===== src/rtl/voice_allocator_pkg.sv =====
// rtl/voice_allocator_pkg.sv - shared widths and FSM encoding for the voice allocator
// Contents: VOICES, V_WIDTH, MIDI_W and the allocator FSM state type.
package voice_allocator_pkg;
    localparam int VOICES  = 8;
    localparam int V_WIDTH = 3;
    localparam int MIDI_W  = 7;

    typedef enum logic [2:0] {
        ST_IDLE   = 3'd0,
        ST_SCAN   = 3'd1,
        ST_COMMIT = 3'd2,
        ST_RETRIG = 3'd3,
        ST_SUSREL = 3'd4
    } state_e;
endpackage


===== src/rtl/voice_allocator_if.sv =====
// rtl/voice_allocator_if.sv - note event handshake bundle
// Signals: ev_valid/ev_ready handshake, ev_note_on, ev_key, ev_vel.
// master drives the event, slave (the allocator) returns ev_ready.
interface voice_allocator_if;
    import voice_allocator_pkg::*;

    logic              ev_valid;
    logic              ev_ready;
    logic              ev_note_on;
    logic [MIDI_W-1:0] ev_key;
    logic [MIDI_W-1:0] ev_vel;

    modport master (output ev_valid, output ev_note_on, output ev_key, output ev_vel,
                    input  ev_ready);
    modport slave  (input  ev_valid, input  ev_note_on, input  ev_key, input  ev_vel,
                    output ev_ready);
endinterface


===== src/rtl/voice_age_lru.sv =====
// rtl/voice_age_lru.sv - per-voice age tracking for least-recently-used stealing
// Ports: clk_i, rst_ni (async active-low), touch_i/idx_i (mark voice idx_i newest),
//        oldest_idx_o (voice whose age is VOICES-1).
module voice_age_lru
    import voice_allocator_pkg::*;
(
    input  logic               clk_i,
    input  logic               rst_ni,
    input  logic               touch_i,
    input  logic [V_WIDTH-1:0] idx_i,
    output logic [V_WIDTH-1:0] oldest_idx_o
);
    logic [V_WIDTH-1:0] age_q [VOICES];
    logic [V_WIDTH-1:0] age_d [VOICES];
    logic [V_WIDTH-1:0] old_age;

    // Touched voice becomes 0; only voices younger than it age by one,
    // so the ages remain a permutation of 0..VOICES-1.
    always_comb begin
        old_age = age_q[idx_i];
        for (int i = 0; i < VOICES; i++) begin
            age_d[i] = age_q[i];
            if (touch_i) begin
                if (V_WIDTH'(i) == idx_i) begin
                    age_d[i] = '0;
                end else if (age_q[i] < old_age) begin
                    age_d[i] = age_q[i] + V_WIDTH'(1);
                end
            end
        end
    end

    always_comb begin
        oldest_idx_o = '0;
        for (int i = 0; i < VOICES; i++) begin
            if (age_q[i] == V_WIDTH'(VOICES - 1)) begin
                oldest_idx_o = V_WIDTH'(i);
            end
        end
    end

    always_ff @(posedge clk_i or negedge rst_ni) begin
        if (!rst_ni) begin
            for (int i = 0; i < VOICES; i++) begin
                age_q[i] <= V_WIDTH'(i);
            end
        end else begin
            for (int i = 0; i < VOICES; i++) begin
                age_q[i] <= age_d[i];
            end
        end
    end
endmodule


===== src/rtl/voice_allocator.sv =====
// rtl/voice_allocator.sv - maps MIDI note events onto voice gates and strobes
// Ports: OSC_CLK, reset_reg_N (async active-low), ev (event handshake, slave),
//        sustain, all_notes_off, voice_free in; keys_on, note_on, cur_key_adr,
//        cur_key_val, cur_vel_on, cur_vel_off out.
module voice_allocator
    import voice_allocator_pkg::*;
(
    input  logic               OSC_CLK,
    input  logic               reset_reg_N,
    voice_allocator_if.slave   ev,
    input  logic               sustain,
    input  logic               all_notes_off,
    input  logic [VOICES-1:0]  voice_free,
    output logic [VOICES-1:0]  keys_on,
    output logic               note_on,
    output logic [V_WIDTH-1:0] cur_key_adr,
    output logic [7:0]         cur_key_val,
    output logic [7:0]         cur_vel_on,
    output logic [7:0]         cur_vel_off
);
    state_e             state_q, state_d;
    logic [V_WIDTH-1:0] scan_idx_q, scan_idx_d;
    logic               match_found_q, match_found_d;
    logic [V_WIDTH-1:0] match_idx_q, match_idx_d;
    logic               free_found_q, free_found_d;
    logic [V_WIDTH-1:0] free_idx_q, free_idx_d;
    logic               ev_on_q, ev_on_d;
    logic [MIDI_W-1:0]  ev_key_q, ev_key_d;
    logic [MIDI_W-1:0]  ev_vel_q, ev_vel_d;
    logic [MIDI_W-1:0]  key_tab_q [VOICES];
    logic [MIDI_W-1:0]  key_tab_d [VOICES];
    logic [VOICES-1:0]  sus_pend_q, sus_pend_d;
    logic               sus_req_q, sus_req_d;
    logic               sus_prev_q;
    logic [V_WIDTH-1:0] tgt_q, tgt_d;
    logic [VOICES-1:0]  keys_on_q, keys_on_d;
    logic               note_on_q, note_on_d;
    logic [V_WIDTH-1:0] cur_adr_q, cur_adr_d;
    logic [7:0]         cur_val_q, cur_val_d;
    logic [7:0]         von_q, von_d;
    logic [7:0]         voff_q, voff_d;

    logic               sus_fall;
    logic               rel_pend;
    logic [V_WIDTH-1:0] tgt;
    logic [V_WIDTH-1:0] oldest_idx;
    logic               lru_touch;

    // A pedal release seen this very cycle already blocks the handshake,
    // so the release always precedes an event offered alongside it.
    assign sus_fall    = sus_prev_q & ~sustain;
    assign rel_pend    = sus_req_q | sus_fall;
    assign ev.ev_ready = (state_q == ST_IDLE) && !rel_pend;

    assign tgt = match_found_q ? match_idx_q :
                 free_found_q  ? free_idx_q  : oldest_idx;

    voice_age_lru u_lru (
        .clk_i        (OSC_CLK),
        .rst_ni       (reset_reg_N),
        .touch_i      (lru_touch),
        .idx_i        (tgt),
        .oldest_idx_o (oldest_idx)
    );

    always_comb begin
        state_d       = state_q;
        scan_idx_d    = scan_idx_q;
        match_found_d = match_found_q;
        match_idx_d   = match_idx_q;
        free_found_d  = free_found_q;
        free_idx_d    = free_idx_q;
        ev_on_d       = ev_on_q;
        ev_key_d      = ev_key_q;
        ev_vel_d      = ev_vel_q;
        key_tab_d     = key_tab_q;
        sus_pend_d    = sus_pend_q;
        sus_req_d     = sus_req_q | sus_fall;
        tgt_d         = tgt_q;
        keys_on_d     = keys_on_q;
        note_on_d     = 1'b0;
        cur_adr_d     = cur_adr_q;
        cur_val_d     = cur_val_q;
        von_d         = von_q;
        voff_d        = voff_q;
        lru_touch     = 1'b0;

        if (all_notes_off) begin
            // In-flight event is abandoned; ages and key table survive.
            keys_on_d  = '0;
            sus_pend_d = '0;
            sus_req_d  = 1'b0;
            state_d    = ST_IDLE;
        end else begin
            case (state_q)
                ST_IDLE: begin
                    if (rel_pend) begin
                        state_d = ST_SUSREL;
                    end else if (ev.ev_valid) begin
                        ev_on_d       = ev.ev_note_on && (ev.ev_vel != '0);
                        ev_key_d      = ev.ev_key;
                        ev_vel_d      = ev.ev_vel;
                        scan_idx_d    = '0;
                        match_found_d = 1'b0;
                        free_found_d  = 1'b0;
                        state_d       = ST_SCAN;
                    end
                end
                ST_SCAN: begin
                    // A voice still sounding its release counts as holding its key.
                    if (!match_found_q && (key_tab_q[scan_idx_q] == ev_key_q) &&
                        (keys_on_q[scan_idx_q] || !voice_free[scan_idx_q])) begin
                        match_found_d = 1'b1;
                        match_idx_d   = scan_idx_q;
                    end
                    if (!free_found_q && voice_free[scan_idx_q] && !keys_on_q[scan_idx_q]) begin
                        free_found_d = 1'b1;
                        free_idx_d   = scan_idx_q;
                    end
                    if (scan_idx_q == V_WIDTH'(VOICES - 1)) begin
                        state_d = ST_COMMIT;
                    end else begin
                        scan_idx_d = scan_idx_q + V_WIDTH'(1);
                    end
                end
                ST_COMMIT: begin
                    state_d = ST_IDLE;
                    tgt_d   = tgt;
                    if (ev_on_q) begin
                        key_tab_d[tgt]  = ev_key_q;
                        cur_adr_d       = tgt;
                        cur_val_d       = {1'b0, ev_key_q};
                        von_d           = {1'b0, ev_vel_q};
                        sus_pend_d[tgt] = 1'b0;
                        lru_touch       = 1'b1;
                        if (keys_on_q[tgt]) begin
                            // Drop the gate for one cycle so the envelope restarts.
                            keys_on_d[tgt] = 1'b0;
                            state_d        = ST_RETRIG;
                        end else begin
                            keys_on_d[tgt] = 1'b1;
                            note_on_d      = 1'b1;
                        end
                    end else if (match_found_q) begin
                        cur_adr_d = match_idx_q;
                        cur_val_d = {1'b0, ev_key_q};
                        voff_d    = {1'b0, ev_vel_q};
                        if (sustain) begin
                            sus_pend_d[match_idx_q] = 1'b1;
                        end else begin
                            keys_on_d[match_idx_q] = 1'b0;
                        end
                    end
                end
                ST_RETRIG: begin
                    keys_on_d[tgt_q] = 1'b1;
                    note_on_d        = 1'b1;
                    state_d          = ST_IDLE;
                end
                ST_SUSREL: begin
                    keys_on_d  = keys_on_q & ~sus_pend_q;
                    sus_pend_d = '0;
                    sus_req_d  = sus_fall;
                    state_d    = ST_IDLE;
                end
                default: state_d = ST_IDLE;
            endcase
        end
    end

    always_ff @(posedge OSC_CLK or negedge reset_reg_N) begin
        if (!reset_reg_N) begin
            state_q       <= ST_IDLE;
            scan_idx_q    <= '0;
            match_found_q <= 1'b0;
            match_idx_q   <= '0;
            free_found_q  <= 1'b0;
            free_idx_q    <= '0;
            ev_on_q       <= 1'b0;
            ev_key_q      <= '0;
            ev_vel_q      <= '0;
            for (int i = 0; i < VOICES; i++) begin
                key_tab_q[i] <= '0;
            end
            sus_pend_q    <= '0;
            sus_req_q     <= 1'b0;
            sus_prev_q    <= 1'b0;
            tgt_q         <= '0;
            keys_on_q     <= '0;
            note_on_q     <= 1'b0;
            cur_adr_q     <= '0;
            cur_val_q     <= '0;
            von_q         <= '0;
            voff_q        <= '0;
        end else begin
            state_q       <= state_d;
            scan_idx_q    <= scan_idx_d;
            match_found_q <= match_found_d;
            match_idx_q   <= match_idx_d;
            free_found_q  <= free_found_d;
            free_idx_q    <= free_idx_d;
            ev_on_q       <= ev_on_d;
            ev_key_q      <= ev_key_d;
            ev_vel_q      <= ev_vel_d;
            for (int i = 0; i < VOICES; i++) begin
                key_tab_q[i] <= key_tab_d[i];
            end
            sus_pend_q    <= sus_pend_d;
            sus_req_q     <= sus_req_d;
            sus_prev_q    <= sustain;
            tgt_q         <= tgt_d;
            keys_on_q     <= keys_on_d;
            note_on_q     <= note_on_d;
            cur_adr_q     <= cur_adr_d;
            cur_val_q     <= cur_val_d;
            von_q         <= von_d;
            voff_q        <= voff_d;
        end
    end

    assign keys_on     = keys_on_q;
    assign note_on     = note_on_q;
    assign cur_key_adr = cur_adr_q;
    assign cur_key_val = cur_val_q;
    assign cur_vel_on  = von_q;
    assign cur_vel_off = voff_q;
endmodule


===== src/flat_wrapper.sv =====
// flat-port wrapper written by rule: the top's interface ports become plain ports
module voice_allocator_flat import voice_allocator_pkg::*;
  (OSC_CLK, reset_reg_N, sustain, all_notes_off, voice_free, keys_on, note_on, cur_key_adr, cur_key_val, cur_vel_on, cur_vel_off, ev_ev_valid, ev_ev_note_on, ev_ev_key, ev_ev_vel, ev_ev_ready);
  voice_allocator_if ev_i ();
  input  logic OSC_CLK;
  input  logic reset_reg_N;
  input  logic sustain;
  input  logic all_notes_off;
  input  logic [VOICES-1:0] voice_free;
  output logic [VOICES-1:0] keys_on;
  output logic note_on;
  output logic [V_WIDTH-1:0] cur_key_adr;
  output logic [7:0] cur_key_val;
  output logic [7:0] cur_vel_on;
  output logic [7:0] cur_vel_off;
  input wire logic [$bits(ev_i.ev_valid)-1:0] ev_ev_valid;
  input wire logic [$bits(ev_i.ev_note_on)-1:0] ev_ev_note_on;
  input wire logic [$bits(ev_i.ev_key)-1:0] ev_ev_key;
  input wire logic [$bits(ev_i.ev_vel)-1:0] ev_ev_vel;
  output wire logic [$bits(ev_i.ev_ready)-1:0] ev_ev_ready;
  assign ev_i.ev_valid = ev_ev_valid;
  assign ev_i.ev_note_on = ev_ev_note_on;
  assign ev_i.ev_key = ev_ev_key;
  assign ev_i.ev_vel = ev_ev_vel;
  assign ev_ev_ready = ev_i.ev_ready;
  voice_allocator u_core (.OSC_CLK(OSC_CLK), .reset_reg_N(reset_reg_N), .ev(ev_i), .sustain(sustain), .all_notes_off(all_notes_off), .voice_free(voice_free), .keys_on(keys_on), .note_on(note_on), .cur_key_adr(cur_key_adr), .cur_key_val(cur_key_val), .cur_vel_on(cur_vel_on), .cur_vel_off(cur_vel_off));
endmodule

===== config.mk =====
export PLATFORM = sky130hd
export DESIGN_NAME = voice_allocator_flat
export DESIGN_NICKNAME = d
export VERILOG_FILES = /design/src/rtl/voice_allocator_pkg.sv /design/src/rtl/voice_allocator_if.sv /design/src/rtl/voice_age_lru.sv /design/src/rtl/voice_allocator.sv /design/src/flat_wrapper.sv
export SDC_FILE = /design/constraint.sdc
export NUM_CORES = 1
export LEC_CHECK = 0
export CAP_MARGIN = 10
export CORE_MARGIN = 4
export CORE_UTILIZATION = 64
export CTS_CLUSTER_SIZE = 8
export DETAILED_ROUTE_END_ITERATION = 8
export PLACE_DENSITY = 0.94
export SETUP_SLACK_MARGIN = 0.15
export SYNTH_ARGS = -nofsm -noshare
export SYNTH_HDL_FRONTEND = slang
export SYNTH_SLANG_ARGS = --single-unit

===== constraint.sdc =====
create_clock -name OSC_CLK -period 9.8 [get_ports OSC_CLK]
set_input_delay 2.45 -clock OSC_CLK [delete_from_list [all_inputs] [get_ports OSC_CLK]]
set_output_delay 2.45 -clock OSC_CLK [all_outputs]
set_load 0.01 [all_outputs]

Word level (Yosys, flattened, before mapping) --
Cells that the tools add are included.
Cells by class: add/subtract/negate cells 9, magnitude comparators 18, eq/ne operators 30, mux-type cells 87, bitwise gates (word level) 18, reductions and logical operators 52
Operators by type and width (number):
- two-way mux 3 bit | 36
- two-way mux 8 bit | 11
- bitwise mux 56 bit | 1
- bitwise AND 8 bit | 4
- adder 3 x 1 -> 3 bit (second input constant) | 9
- == test 3 bit (second input constant) | 9
- < comparator 3 bit | 8
- NOT 8 bit | 3
- bitwise OR 8 bit | 3
- case mux 8 bit (3 select lines) | 1
- binary-select mux 7 bit (select 3 bit) | 1
- demux 7 bit (select 3 bit) | 1
- two-way mux 7 bit | 3
- AND reduction 2 bit | 10
- nonzero test 2 bit | 10
- two-way mux 1 bit | 19
- AND reduction 3 bit | 6
- < comparator 3 x 4 -> 1 bit (second input constant) | 4
- case mux 8 bit (2 select lines) | 1
- AND reduction 5 bit | 3
- == test 3 bit (first input constant) | 4
- != test 4 x 3 -> 1 bit (second input constant) | 3
- logical AND 1 bit | 10
- binary-select mux 1 bit (select 3 bit) | 3
- 29 further kinds | 51
Storage, ports and cells: register bits after elaboration 156, bits of input ports 28, output and inout bits 37, word-level logic and storage cells 249

Logic depth before layout (Yosys ltp) --
Gate-level depths: netlist of run 1.
depth in word-level cells 20, mapped depth 14, mapped depth without buffers 12

Modules after synthesis --
From an unflattened synthesis of run 1, not the netlist that was laid out.
Unflattened totals: cell total of the unflattened synthesis 733, area total of the unflattened synthesis 8435.6 um2
By module, submodules not included:
- voice_allocator | instances 1, cells an instance 541, area each 6358.6 um2, sequential area each 3278.1 um2
- voice_age_lru | instances 1, cells an instance 192, area each 2077.0 um2, sequential area each 615.6 um2

Worst setup path after synthesis of run 1 --
Ideal clock, no wire load.
path type input-to-output, start point input port sustain, end point output port ev_ev_ready, arrival time 3053 ps, data required time 7350 ps, setup slack 4297 ps, cell stages on the path 4, buffers on the path 1, path through inv_1 > a21oi_1 > and3b_1 > clkbuf_1
On the way: word-level cells in the longest chain between the ends 5
Ends and longest elaborated chain:
- start, declared | RTL line flat_wrapper.sv:7 | input logic sustain;
- NOT 1 bit | RTL line voice_allocator.sv:51 | assign sus_fall = sus_prev_q & ~sustain;
- bitwise AND 1 bit | RTL line voice_allocator.sv:51
- bitwise OR 1 bit | RTL line voice_allocator.sv:52 | assign rel_pend = sus_req_q | sus_fall;
- logical NOT 1 bit | RTL line voice_allocator.sv:53 | assign ev.ev_ready = (state_q == ST_IDLE) && !rel_pend;
- logical AND 1 bit | RTL line voice_allocator.sv:53
- end, declared | RTL line flat_wrapper.sv:20 | output wire logic [$bits(ev_i.ev_ready)-1:0] ev_ev_ready;
Every way passes these cells.

Worst setup path after layout of run 1 --
Same ends and word-level chain as after synthesis.

==> impl_metrics.json, run 1 <==
{
  "status": "complete, no violations",
  "clock_path_buffers": 2,
  "clk_latency_ns": 0.43,
  "cts_resized": 0,
  "postCtsSetupBuffers": 0,
  "drt_iter0_drc": 1086,
  "ir_drop_mv": 0.1646,
  "syn_to_final_growth_pct": 14.76,
  "die-area_um2": 15250,
  "finalWeightedCongestion": 0.9381,
  "drt-pass1-iter-count": 8,
  "clk_pin_slew_ns": 0.06,
  "power_density_nw_per_um2": 239.3,
  "root_buffer": "clkbuf_16",
  "layout_common_cells": "nand2_1, dfrtp_1, mux2_2, clkdlybuf4s50_1, nor2_1",
  "netlist_instances": 846,
  "period_minus_slack_ns": 6.615,
  "path_buf_inv": 3,
  "endpoint_kind": "primary output",
  "ys_warn_count": 0,
  "synthArstFlopShare_pct": 100.0,
  "initial_core_util_pct": 66.57,
  "crit_path_cell_trace": "clkdlybuf4s50_1 -> inv_1 -> a21oi_1 -> and3b_1 -> clkdlybuf4s50_1",
  "drive_gt1_share_pct": 16.95,
  "antenna_found_initial": 0,
  "worstPathArrival_ns": 4.16,
  "fin_skew_ns": 0.006942,
  "layout_commonest_cell": "nand2_1",
  "synth_edf_count": 0,
  "ys_seq_area_share_pct": 45.61,
  "pin_count": 65,
  "slowest_delay_ns": 0.59,
  "critPathKind": "in -> out",
  "min_path_cells": 2,
  "antennaDiodeCount": 0,
  "cts_hold_buf": 0,
  "h-tree-depth": 4,
  "vias": 7234,
  "cpMostUsedCell": "clkdlybuf4s50_1",
  "finalSetupViolCount": 0,
  "cts_tree": "yes",
  "wire_per_inst_um": 21.48,
  "dp_hpwl_um": 14550,
  "cp_top_family": "buffers and inverters",
  "fin_crit_sh_pct": 67.50,
  "portBuffers": 61,
  "grt_pass1_wl_um": 37460,
  "antenna_left": 0,
  "hold_viol_final": 0,
  "grt_pass1_vias": 7127,
  "crit_fanout": 5,
  "wl_um": 22830,
  "syn_area_um2": 8537,
  "fp.dieW_um": 123.5,
  "die_h_um": 123.5,
  "setup_ws_ns": 3.185,
  "max_freq_mhz": 151.2,
  "rsz0062_at_grt": "no",
  "overflow": 0,
  "relSlewSlack_pct": 19.97,
  "worstMarginPinSlew_ns": 1.191,
  "ys.flop_type": "dfrtp_1",
  "cp.required_ns": 7.35,
  "nets": 931,
  "tns_ns": 0,
  "hold_slack_ns": 0.4755,
  "track_usage_pct": 32.00,
  "clock-sinks": 155,
  "total_power_uw": 2344,
  "worstSetupStartpointType": "primary input",
  "ff2ff_path_depth": 11,
  "final_cell_count_no_fill": 1063,
  "via_per_inst": 6.805,
  "dp.cells": 1031,
  "drc": 0,
  "row_count": 41,
  "hp-class": "reg -> reg",
  "core_um2": 12820,
  "power.leakage_uw": 0.004459,
  "dp_slack_ns": 3.251,
  "report.final.slew_viol_count": 0,
  "cts_buffers": 17,
  "crit_slowest_cell": "clkdlybuf4s50_1",
  "synth_cell_type_count": 71,
  "syn_area_per_cell_um2": 10.09,
  "path_depth": 5,
  "ys_ff_latch": 155,
  "grt_max_degree": 90,
  "drv_cap": 0
}
## kinds of logic (layout without fill, tap and decap cells)
| logic type | Yosys count | in the layout | synth area share, % |
|---|---|---|---|
| and+or+nand+nor | 305 | 305 | 15.76 |
| muxes | 95 | 95 | 14.69 |
| DFF | 155 | 155 | 45.61 |
| AOI/OAI and AO/OA | 164 | 164 | 14.03 |
| adders and majority gates | 30 | 30 | 4.324 |
| xor gates and xnor gates | 17 | 17 | 1.744 |
| other | 1 | 3 | 0.04393 |
| buffers and inverters | 79 | 122 | 3.810 |
## where the power goes
part	leakage (uW)	total (uW)	internal, uW	switching [uW]
Clock	0.000295	677	405	273
Combinational	0.00212	826	334	493
Sequential	0.00204	840	723	117
## area by class of cell
type                            count  area, um2
Timing Repair Buffer               72      694.4
Clock buffer                       20      436.7
Clock inverter                     12      163.9
Tap cell                          172      215.2
Fill cell                         795       3028
Sequential cell                   155       3894
Multi-Input combinational cell    614       4325
Inverter                           18      67.56
## through the flow
stage                     cell area, um2  utilization (%)
after floorplan                     8544                -
after global placement              9196            71.71
after detailed placement            9196            71.71
after CTS                           9797            76.39
after global routing                9797            76.39
final                               9797            76.39
## registers in the layout, indices dropped and copies added, names as in the netlist, 7 cells and up
register and count:
u_core.key_tab_q 56, u_core.u_lru.age_q 24, u_core.keys_on 8, u_core.sus_pend_q 8, u_core.cur_key_val 7, u_core.cur_vel_off 7, u_core.cur_vel_on 7, u_core.ev_key_q 7
u_core.ev_vel_q 7
## Yosys cell counts (4+ instances only)
cell type	count	share of area (%)
nand2_1	181	8.0
dfrtp_1	143	42
mux2_2	61	8.0
nor2_1	46	2.0
clkbuf_1	45	2.0
a21oi_1	44	2.6
ha_1	25	3.7
inv_1	18	0.79
mux4_2	18	4.7
o21ai_0	17	1.0
nand2b_1	16	1.2
a21o_1	15	1.3
mux2i_1	15	1.8
xnor2_1	15	1.5
nor3_1	13	0.76
dfstp_2	12	3.7
a211oi_1	11	0.97
nand3_1	10	0.59
a2111oi_0	7	0.72
a22o_1	7	0.72
a41oi_1	7	0.72
and3_1	6	0.44
buf_1	6	0.26
o2111ai_1	6	0.62
buf_2	5	0.29
maj3_2	5	0.66
nor4_1	5	0.37
o41ai_1	5	0.51
buf_4	4	0.35
nor2b_1	4	0.29
o211ai_1	4	0.35
## metal layers
layer	vias to the layer above	track usage (%)	wire length, um
met5	-	0	0
met4	0	12.80	856
met2	468	51.31	10890
li1	3091	-	-
met3	101	8.966	2250
met1	3574	41.43	8834
## path summary, 6_finish.rpt
path,from,slack (ns),end
max,sustain,3.19,ev_ev_ready
min,u_core.cur_vel_on[0]$_DFFE_PN0P_,0.48,u_core.cur_vel_on[0]$_DFFE_PN0P_
max reg2reg,u_core.u_lru.age_q[6]$_DFFE_PN1P_,5.16,u_core.u_lru.age_q[3]$_DFFE_PN0P_
min reg2reg,u_core.cur_vel_on[0]$_DFFE_PN0P_,0.48,u_core.cur_vel_on[0]$_DFFE_PN0P_
max in group asynchronous,reset_reg_N,6.35,u_core.match_idx_q[2]$_DFFE_PN0P_
min in group asynchronous,reset_reg_N,2.10,u_core.match_found_q$_DFFE_PN0P_
## worst reg2reg max path: stages, from the launching register on
cell and delay [ns]:
dfstp_2 0.56, ha_1 0.16, ha_1 0.24, inv_1 0.07, a221o_1 0.41, a21oi_4 0.50
mux4_2 0.58, mux2i_1 0.79, ha_1 0.37, or3_1 0.38, and3_1 0.21, mux2_2 0.26
(Power assumes the default switching activity.)
==> inputs of run 2 (changes only) <==
--- a/config.mk
+++ b/config.mk
@@ -7,10 +7,10 @@
 export LEC_CHECK = 0
 export CAP_MARGIN = 10
 export CORE_MARGIN = 4
-export CORE_UTILIZATION = 64
+export CORE_UTILIZATION = 53
 export CTS_CLUSTER_SIZE = 8
 export DETAILED_ROUTE_END_ITERATION = 8
-export PLACE_DENSITY = 0.94
+export PLACE_DENSITY = 0.84
 export SETUP_SLACK_MARGIN = 0.15
 export SYNTH_ARGS = -nofsm -noshare
 export SYNTH_HDL_FRONTEND = slang
==> constraint.sdc (replaced) <==
create_clock -name OSC_CLK -period 5.7 [get_ports OSC_CLK]
set_input_delay 1.425 -clock OSC_CLK [delete_from_list [all_inputs] [get_ports OSC_CLK]]
set_output_delay 1.425 -clock OSC_CLK [all_outputs]
set_load 0.01 [all_outputs]
==> run 2 against run 1 <==
Against the previous run: flip-flop and latch count unchanged; count of clock-buffer cells in the layout rose by 1; combinational power up 67%; sequential share of layout area decreased by 0.26 points; critical endpoint unchanged.
==> impl_metrics.json, run 2 (synthesis gave the netlist of run 1 again) <==
{
  "status": "complete, no violations",
  "critPathKind": "in -> out",
  "crit_path_start": "sustain",
  "hold_slack_ns": 0.4737,
  "path_buf_inv": 3,
  "initial_core_util_pct": 53.94,
  "nets": 935,
  "portBuffers": 61,
  "drc": 0,
  "hp-class": "reg -> reg",
  "die-area_um2": 18200,
  "r2r_end": "u_core.u_lru.age_q[3]$_DFFE_PN0P_",
  "layout_common_cells": "nand2_1, dfrtp_1, mux2_2, clkdlybuf4s50_1, nor2_1",
  "dp_hpwl_um": 14570,
  "period_minus_slack_ns": 4.525,
  "drv_cap": 0,
  "fin_crit_sh_pct": 79.39,
  "drt-pass1-iter-count": 6,
  "h-tree-depth": 4,
  "row_count": 46,
  "cp.required_ns": 4.28,
  "rr_startpoint": "u_core.u_lru.age_q[6]$_DFFE_PN1P_",
  "busiest_layer": "met2",
  "grt_pass1_vias": 6759,
  "ir_drop_mv": 0.2492,
  "top_regs": "u_core.key_tab_q x56, u_core.u_lru.age_q x24",
  "via_per_inst": 6.212,
  "finalSetupViolCount": 0,
  "worstMarginPinSlew_ns": 1.212,
  "place_area_um2": 9281,
  "worstSetupStartpointType": "primary input",
  "syn_to_final_growth_pct": 15.51,
  "cpMostUsedCell": "clkdlybuf4s50_1",
  "track_usage_pct": 24.42,
  "grt_max_degree": 90,
  "power.leakage_uw": 0.004473,
  "r2r_setup_slack_ns": 1.18,
  "postCtsSetupBuffers": 0,
  "pin_count": 65,
  "cp_top_family": "buffers and inverters",
  "crit_slowest_cell": "clkdlybuf4s50_1",
  "cts_buffers": 17,
  "antenna_left": 0,
  "drive_gt1_share_pct": 17.43,
  "root_buffer": "clkbuf_16",
  "wire_per_inst_um": 19.35,
  "die_h_um": 134.9,
  "path_depth": 5,
  "cts_resized": 0,
  "wl_um": 21500,
  "overflow": 0,
  "ff2ff_path_depth": 11,
  "core_um2": 15830,
  "use_met3_pct": 4.098,
  "report.final.slew_viol_count": 0,
  "finalWeightedCongestion": 0.9401,
  "tns_ns": 0,
  "crit_fanout": 5,
  "clock_path_buffers": 2,
  "fin_skew_ns": 0.006955,
  "grt_pass1_wl_um": 34970,
  "fillers": 1249,
  "clock-sinks": 155,
  "antennaDiodeCount": 0,
  "max_freq_mhz": 221.0,
  "layout_commonest_cell": "nand2_1",
  "power_density_nw_per_um2": 397.9,
  "endpoint": "ev_ev_ready",
  "crit_path_cell_trace": "clkdlybuf4s50_1 -> inv_1 -> a21oi_1 -> and3b_1 -> clkdlybuf4s50_1",
  "worstPathArrival_ns": 3.10,
  "clk_latency_ns": 0.43,
  "clk_pin_slew_ns": 0.06,
  "dp_slack_ns": 1.176,
  "drt_iter0_drc": 764,
  "cts_tree": "yes",
  "fp.dieW_um": 134.9,
  "setup_ws_ns": 1.175,
  "regMostFlops": "u_core.key_tab_q",
  "largest_reg_flops": 56,
  "grtUsageMet2_pct": 39.33,
  "relSlewSlack_pct": 18.55,
  "vias": 6901,
  "design_area_um2": 9861,
  "hold_viol_final": 0,
  "rsz0062_at_grt": "no",
  "antenna_found_initial": 0,
  "met1_usage_pct": 32.35,
  "endpoint_kind": "primary output",
  "cts_hold_buf": 0,
  "slowest_delay_ns": 0.58
}
[run 2: cell count changes in the layout (fill, tap and decap cells not counted), sizes merged]
cell | before | now
bufinv | 3 | 2
clkinvlp | 0 | 1
buf | 12 | 16
inv | 21 | 19
clkinv | 6 | 7
clkbuf | 20 | 21
[run 2: report_power, final]
part           leakage (uW)  total [uW]  internal, uW  switching, uW
clock              0.000287        1110           666            446
sequential          0.00204        1440          1240            193
combinational       0.00215        1380           567            809
total               0.00447        3920          2480           1450
[run 2: final cells by class]
type	instances	area (um2)	share of cell area (%)
timing repair buffer	76	724.4	7.347
sequential	155	3894	39.49
tap	216	270.3	2.741
multi-input combinational	614	4325	43.86
clock inverter	11	118.9	1.205
clock buffer	21	460.4	4.669
inverter	18	67.56	0.6852
[run 2: worst min path at each step]
stage / start / to / slack [ns] / cells after the start
floorplan: u_core.key_tab_q[35]$_DFFE_PN0P_ / u_core.key_tab_q[35]$_DFFE_PN0P_ / 0.44 / 2
global placement: u_core.key_tab_q[14]$_DFFE_PN0P_ / u_core.key_tab_q[14]$_DFFE_PN0P_ / 0.45 / 2
detailed placement: u_core.key_tab_q[40]$_DFFE_PN0P_ / u_core.key_tab_q[40]$_DFFE_PN0P_ / 0.46 / 2
CTS: u_core.key_tab_q[40]$_DFFE_PN0P_ / u_core.key_tab_q[40]$_DFFE_PN0P_ / 0.47 / 2
global route: u_core.key_tab_q[16]$_DFFE_PN0P_ / u_core.key_tab_q[16]$_DFFE_PN0P_ / 0.50 / 2
finish: u_core.key_tab_q[40]$_DFFE_PN0P_ / u_core.key_tab_q[40]$_DFFE_PN0P_ / 0.47 / 2
[run 2: worst min-delay path: cells and delay by family (launching register included)]
family | cells | cell delay (ns)
flops | 1 | 0.33
simple gates | 2 | 0.11
[run 2: metrics by stage]
stage          utilization [%]  std cells  total power (uW)
3_5_place_dp             58.64       1079              2796
3_3_place_gp             58.64       1079              2757
2_1_floorplan                -        848              2411
4_1_cts                  62.30       1111              3914
5_1_grt                  62.30       1111              4130
6_report                 62.30       1111              3924
[run 2: metal layers]
metal  share of wire [%]  vias to the layer above
met3                 7.0                       57
met5                   0                        -
met4                 3.7                        0
li1                    -                     3109
met2                  48                      302
met1                  41                     3433
